$ cat config.mk
export PLATFORM = sky130hd
export DESIGN_NAME = program_sequencer_flat
export DESIGN_NICKNAME = d
export VERILOG_FILES = /design/src/rtl/micro_pkg.sv /design/src/rtl/program_sequencer_if.sv /design/src/rtl/ps_stack.sv /design/src/rtl/program_sequencer.sv /design/src/flat_wrapper.sv
export SDC_FILE = /design/constraint.sdc
export NUM_CORES = 1
export LEC_CHECK = 0
export ABC_CLOCK_PERIOD_IN_PS = 4700
export CELL_PAD_IN_SITES_DETAIL_PLACEMENT = 1
export CELL_PAD_IN_SITES_GLOBAL_PLACEMENT = 2
export CORE_ASPECT_RATIO = 0.5
export CORE_UTILIZATION = 20
export DETAILED_ROUTE_END_ITERATION = 6
export GPL_ROUTABILITY_DRIVEN = 0
export HOLD_SLACK_MARGIN = 0.15
export PLACE_DENSITY = 0.86
export SETUP_SLACK_MARGIN = 0.02
export SYNTH_ARGS = -nofsm -noshare
export SYNTH_HDL_FRONTEND = slang
export SYNTH_SLANG_ARGS = --single-unit
$ cat constraint.sdc
create_clock -name clk -period 4.7 [get_ports clk]
set_input_delay 1.175 -clock clk [delete_from_list [all_inputs] [get_ports clk]]
set_output_delay 1.175 -clock clk [all_outputs]
set_load 0.005 [all_outputs]
$ cat src/rtl/micro_pkg.sv
// Shared widths, constants and the fetch-source encoding for the program
// sequencer and its return-address stack.
package micro_pkg;

  localparam int PM_ADDR_W       = 8;
  localparam int JMP_ADDR_W      = 4;
  localparam int STACK_DEPTH_DEF = 4;

  // Stack pointer is wide enough for 0..8 entries.
  localparam int SP_W = 4;

  // Bit positions inside the from_PS debug word.
  localparam int FPS_OVF_BIT = 7;
  localparam int FPS_UNF_BIT = 6;
  localparam int FPS_SP_MSB  = 2;

  // Where the next fetch address comes from, in falling priority.
  typedef enum logic [2:0] {
    SEL_RESET,
    SEL_HOLD,
    SEL_RET,
    SEL_CALL,
    SEL_JUMP,
    SEL_INC
  } fetch_sel_e;

endpackage

$ cat src/rtl/program_sequencer_if.sv
// Control/fetch bus between the instruction decoder (master) and the
// program sequencer (slave).
interface program_sequencer_if;
  import micro_pkg::*;

  logic                  hold;
  logic                  jmp;
  logic                  jmp_nz;
  logic                  dont_jmp;
  logic                  call;
  logic                  ret;
  logic [JMP_ADDR_W-1:0] jmp_addr;
  logic [PM_ADDR_W-1:0]  pm_addr;
  logic [PM_ADDR_W-1:0]  pc;
  logic [PM_ADDR_W-1:0]  from_PS;

  modport master (
    output hold, jmp, jmp_nz, dont_jmp, call, ret, jmp_addr,
    input  pm_addr, pc, from_PS
  );

  modport slave (
    input  hold, jmp, jmp_nz, dont_jmp, call, ret, jmp_addr,
    output pm_addr, pc, from_PS
  );

endinterface

$ cat src/rtl/ps_stack.sv
// Return-address LIFO for the program sequencer. Push and pop are assumed
// mutually exclusive; a push when full or a pop when empty is ignored.
// Contents are not reset, only the pointer.
module ps_stack
  import micro_pkg::*;
#(
  parameter int DEPTH = STACK_DEPTH_DEF
) (
  input  logic                 clk,
  input  logic                 reset,
  input  logic                 push,
  input  logic                 pop,
  input  logic [PM_ADDR_W-1:0] push_data,
  output logic [PM_ADDR_W-1:0] top,
  output logic                 full,
  output logic                 empty,
  output logic [SP_W-1:0]      sp
);

  localparam int IDX_W = (DEPTH > 1) ? $clog2(DEPTH) : 1;

  logic [PM_ADDR_W-1:0] mem_q [DEPTH];
  logic [SP_W-1:0]      sp_q;
  logic [IDX_W-1:0]     wr_idx;
  logic [IDX_W-1:0]     rd_idx;

  assign wr_idx = IDX_W'(sp_q);
  assign rd_idx = IDX_W'(sp_q - 1'b1);
  assign full   = (sp_q == SP_W'(DEPTH));
  assign empty  = (sp_q == '0);
  assign top    = empty ? '0 : mem_q[rd_idx];
  assign sp     = sp_q;

  // Entry storage: written on an accepted push, never cleared.
  always_ff @(posedge clk) begin
    if (reset && push && !full) begin
      mem_q[wr_idx] <= push_data;
    end
  end

  // Stack pointer: grows on push, shrinks on pop, cleared by reset.
  always_ff @(posedge clk) begin
    if (!reset) begin
      sp_q <= '0;
    end else if (push && !full) begin
      sp_q <= sp_q + 1'b1;
    end else if (pop && !empty) begin
      sp_q <= sp_q - 1'b1;
    end
  end

endmodule

$ cat src/rtl/program_sequencer.sv
// Program sequencer: produces the next program-memory fetch address and
// holds the current pc. Optional call/return stack is enabled by defining
// PS_CALL_STACK_EN; without it call/ret are ignored and from_PS reads zero.
module program_sequencer
  import micro_pkg::*;
#(
  parameter int STACK_DEPTH = STACK_DEPTH_DEF
) (
  input  logic                clk,
  input  logic                reset,
  program_sequencer_if.slave  bus
);

  logic [PM_ADDR_W-1:0] pc_q;
  logic [PM_ADDR_W-1:0] pc_d;
  logic [PM_ADDR_W-1:0] pc_inc;
  logic [PM_ADDR_W-1:0] target;
  fetch_sel_e           sel;

  assign pc_inc = pc_q + PM_ADDR_W'(1);
  assign target = {bus.jmp_addr, {(PM_ADDR_W-JMP_ADDR_W){1'b0}}};

`ifdef PS_CALL_STACK_EN
  logic                 stk_push;
  logic                 stk_pop;
  logic                 stk_full;
  logic                 stk_empty;
  logic [PM_ADDR_W-1:0] stk_top;
  logic [SP_W-1:0]      stk_sp;
  logic                 ovf_q, ovf_d;
  logic                 unf_q, unf_d;

  ps_stack #(.DEPTH(STACK_DEPTH)) u_stack (
    .clk       (clk),
    .reset     (reset),
    .push      (stk_push),
    .pop       (stk_pop),
    .push_data (pc_inc),
    .top       (stk_top),
    .full      (stk_full),
    .empty     (stk_empty),
    .sp        (stk_sp)
  );

  // Pick the fetch source; ret beats call when both are asserted.
  always_comb begin
    sel = SEL_INC;
    if (!reset)                                sel = SEL_RESET;
    else if (bus.hold)                         sel = SEL_HOLD;
    else if (bus.ret)                          sel = SEL_RET;
    else if (bus.call)                         sel = SEL_CALL;
    else if (bus.jmp || (bus.jmp_nz && !bus.dont_jmp)) sel = SEL_JUMP;
  end

  // Stack requests and sticky error flags; a full push or empty pop only flags.
  always_comb begin
    stk_push = 1'b0;
    stk_pop  = 1'b0;
    ovf_d    = ovf_q;
    unf_d    = unf_q;
    if (sel == SEL_RET) begin
      if (stk_empty) unf_d = 1'b1;
      else           stk_pop = 1'b1;
    end
    if (sel == SEL_CALL) begin
      if (stk_full) ovf_d = 1'b1;
      else          stk_push = 1'b1;
    end
  end

  // Sticky overflow/underflow registers.
  always_ff @(posedge clk) begin
    if (!reset) begin
      ovf_q <= 1'b0;
      unf_q <= 1'b0;
    end else begin
      ovf_q <= ovf_d;
      unf_q <= unf_d;
    end
  end

  // Debug word: flags on top, low stack-pointer bits at the bottom.
  always_comb begin
    bus.from_PS                 = '0;
    bus.from_PS[FPS_OVF_BIT]    = ovf_q;
    bus.from_PS[FPS_UNF_BIT]    = unf_q;
    bus.from_PS[FPS_SP_MSB:0]   = stk_sp[FPS_SP_MSB:0];
  end
`else
  // Pick the fetch source; call and ret do not exist in this build.
  always_comb begin
    sel = SEL_INC;
    if (!reset)                                sel = SEL_RESET;
    else if (bus.hold)                         sel = SEL_HOLD;
    else if (bus.jmp || (bus.jmp_nz && !bus.dont_jmp)) sel = SEL_JUMP;
  end

  assign bus.from_PS = '0;
`endif

  // Next-fetch address mux, driven straight to program memory.
  always_comb begin
    pc_d = pc_inc;
    case (sel)
      SEL_RESET: pc_d = '0;
      SEL_HOLD:  pc_d = pc_q;
`ifdef PS_CALL_STACK_EN
      SEL_RET:   pc_d = stk_empty ? pc_inc : stk_top;
      SEL_CALL:  pc_d = target;
`endif
      SEL_JUMP:  pc_d = target;
      default:   pc_d = pc_inc;
    endcase
  end

  // Program counter follows the fetch address every edge.
  always_ff @(posedge clk) begin
    if (!reset) pc_q <= '0;
    else        pc_q <= pc_d;
  end

  assign bus.pm_addr = pc_d;
  assign bus.pc      = pc_q;

endmodule
$ cat src/flat_wrapper.sv
// flat-port wrapper written by rule: the top's interface ports become plain ports
module program_sequencer_flat import micro_pkg::*;
#(
  parameter int STACK_DEPTH = STACK_DEPTH_DEF
)
  (clk, reset, bus_hold, bus_jmp, bus_jmp_nz, bus_dont_jmp, bus_call, bus_ret, bus_jmp_addr, bus_pm_addr, bus_pc, bus_from_PS);
  program_sequencer_if bus_i ();
  input  logic clk;
  input  logic reset;
  input wire logic [$bits(bus_i.hold)-1:0] bus_hold;
  input wire logic [$bits(bus_i.jmp)-1:0] bus_jmp;
  input wire logic [$bits(bus_i.jmp_nz)-1:0] bus_jmp_nz;
  input wire logic [$bits(bus_i.dont_jmp)-1:0] bus_dont_jmp;
  input wire logic [$bits(bus_i.call)-1:0] bus_call;
  input wire logic [$bits(bus_i.ret)-1:0] bus_ret;
  input wire logic [$bits(bus_i.jmp_addr)-1:0] bus_jmp_addr;
  output wire logic [$bits(bus_i.pm_addr)-1:0] bus_pm_addr;
  output wire logic [$bits(bus_i.pc)-1:0] bus_pc;
  output wire logic [$bits(bus_i.from_PS)-1:0] bus_from_PS;
  assign bus_i.hold = bus_hold;
  assign bus_i.jmp = bus_jmp;
  assign bus_i.jmp_nz = bus_jmp_nz;
  assign bus_i.dont_jmp = bus_dont_jmp;
  assign bus_i.call = bus_call;
  assign bus_i.ret = bus_ret;
  assign bus_i.jmp_addr = bus_jmp_addr;
  assign bus_pm_addr = bus_i.pm_addr;
  assign bus_pc = bus_i.pc;
  assign bus_from_PS = bus_i.from_PS;
  program_sequencer #(.STACK_DEPTH(STACK_DEPTH)) u_core (.clk(clk), .reset(reset), .bus(bus_i));
endmodule
==> flow_metrics.tcl <==
set metrics [dict create \
    status "completed" \
    drt_iter0_markers 36 \
    ys_types 32 \
    initial_core_util_pct 22.35 \
    rsz0062_at_grt "false" \
    avgViaCountPerCell 4.636 \
    cp_data_arrival_time_ns 3.18 \
    grt_max_degree 18 \
    wl_per_cell_um 12.03 \
    ys_seq_area_share_pct 26.07 \
    netlist_instances 78 \
    start_kind "input port" \
    fp.coreArea_sq_um 2749 \
    cts-root-buf "clkbuf_8" \
    cp-end-kind "primary output" \
    grt_pass1_vias 567 \
    port_buffers 25 \
    hold_path_class "reg -> reg" \
    clk_latency_ns 0.23 \
    fin_crit_sh_pct 92.59 \
    ys_seq_elements 8 \
    fin_ws_ns 0.3482 \
    syn_area_sq_um 614.3 \
    finalCriticalPeriod_ns 4.352 \
    synth_area_leaders "dfxtp_1, buf_4, a21boi_0" \
    synth_common_cells "buf_4, dfxtp_1, nand2_1, nand3_1, o21ai_0" \
    ir_worst_vdd_uv 63.13 \
    antennaDiodeCount 0 \
    cts.sinks 8 \
    clockBufferDepth 2 \
    ys_warn_count 0 \
    p_leak_uw 0.0003399 \
    ant_nets 0 \
    firstDrtPassIters 4 \
    overflow 0 \
    wirelength_um 1684 \
    vias 649 \
    slew_viol_final 0 \
    critical_path_class "in -> out" \
    final-setup-viol-count 0 \
    synth_edf_count 0 \
    largest_reg_flops 8 \
    drive_above_1_share_pct 8.738 \
    cts_resized 0 \
    reg2regPathDepth 4 \
    cts_hold_buf 0 \
    hpwl_um 1258 \
    ios 36 \
    critPathRequiredTime_ns 3.52 \
    rows 13 \
    path_clk_slew_ns 0.04 \
    fmax_mhz 229.8 \
    pre_cts_ws_ns 0.3425 \
    setup_tns_ns 0 \
    path_max_fanout 7 \
    antenna_found_initial 0 \
    die_w_um 80.38 \
    track_usage_pct 10.75 \
    area_growth_pct 48.27 \
    yosysTopAreaCell "dfxtp_1" \
    holdPathStages 2 \
    clock_skew_ns 0.001401 \
    fin_nets 118 \
    cts_setup_buffers 0 \
    drc 0 \
    avgSynthCellArea_sq_um 7.876 \
    dieArea_sq_um 3311 \
    grt_pass1_wl_um 2566 \
    r2r_slack_ns 3.27 \
    async_flop_share_pct 0 \
    powerDensity_nw_per_um2 221.6 \
    cts_buffers 3 \
    die_h_um 41.19 \
    synth.top_cell.area_share_pct 26.07 \
    max_cap_viol_count 0 \
    cts_tree "built" \
    ys.flop_type "dfxtp_1" \
    finalHoldViolCount 0 \
    htree_levels 1 \
]
-- kinds of logic (layout without fill, tap and decap cells) --
| family | Yosys count | after routing | synth area share, % |
|---|---|---|---|
| xor+xnor | 1 | 1 | 1.426 |
| fa+ha+maj | 1 | 1 | 2.036 |
| flops | 8 | 8 | 26.07 |
| buf+inv | 13 | 31 | 14.05 |
| compound gates | 22 | 22 | 24.64 |
| simple gates | 31 | 31 | 29.53 |
| mux | 1 | 1 | 1.629 |
| other cells | 1 | 8 | 0.6104 |
-- stage by stage --
stage / cells / hold slack, ns / total power, uW / util (%) / instance area, sq um
finish: 140 / 0.5643 / 201.9 / 33.14 / 910.9
global route: 140 / 0.6091 / 214.1 / 33.14 / 910.9
CTS: 140 / 0.5632 / 204.6 / 33.14 / 910.9
detailed placement: 137 / 0.5555 / 119.3 / 31.63 / 869.6
global placement: 137 / 0.5430 / 118.8 / 31.63 / 869.6
floorplan: 85 / 0.5135 / 100.2 / - / 640.6
-- where the power goes --
part | total [uW] | internal [uW] | switching (uW)
clock | 84.0 | 55.6 | 28.4
sequential | 75.1 | 71.1 | 3.99
combinational | 42.8 | 25.0 | 17.7
total | 202 | 152 | 50.1
-- path summary, 6_finish.rpt --
| check | startpoint | end |
|---|---|---|
| min reg2reg | u_core.bus.pc[4] | u_core.bus.pc[4] |
| max reg2reg | u_core.bus.pc[2] | u_core.bus.pc[7] |
| max | bus_dont_jmp | bus_pm_addr[6] |
| min | u_core.bus.pc[4] | u_core.bus.pc[4] |
-- layout by cell type (no fill, tap or decap), drive strengths merged, types with 2 or more instances in the layout --
cell type	n
nand2	7
nor2b	2
buf	2
dfxtp	8
o21ai	6
and3	2
nor4	2
o22ai	2
o31a	3
a21boi	6
nand4	2
a21oi	3
nand3	7
clkbuf	3
conb	8
clkdlybuf4s50	25
o311a	2
-- per-layer routing --
metal | global-route usage (%) | share of wire (%)
met5 | 0 | 0
met4 | 2.679 | 0
met3 | 3.556 | 5.1
met2 | 16.10 | 41
met1 | 14.80 | 53
-- critical path: stages --
cell and delay [ns]:
clkdlybuf4s50_1 0.50, nor2b_4 0.06, or2_1 0.30, or4_4 0.55, nand3_1 0.10, clkdlybuf4s50_1 0.49
-- area by class of cell --
class	instances	area [sq um]
Fill cell	332	1838
Tap cell	37	46.29
Inverter	1	3.754
Timing Repair Buffer	27	265.3
Multi-Input combinational cell	64	394.1
Clock buffer	3	41.29
Sequential cell	8	160.2
Note: power is estimated with default switching activity, not from simulation.
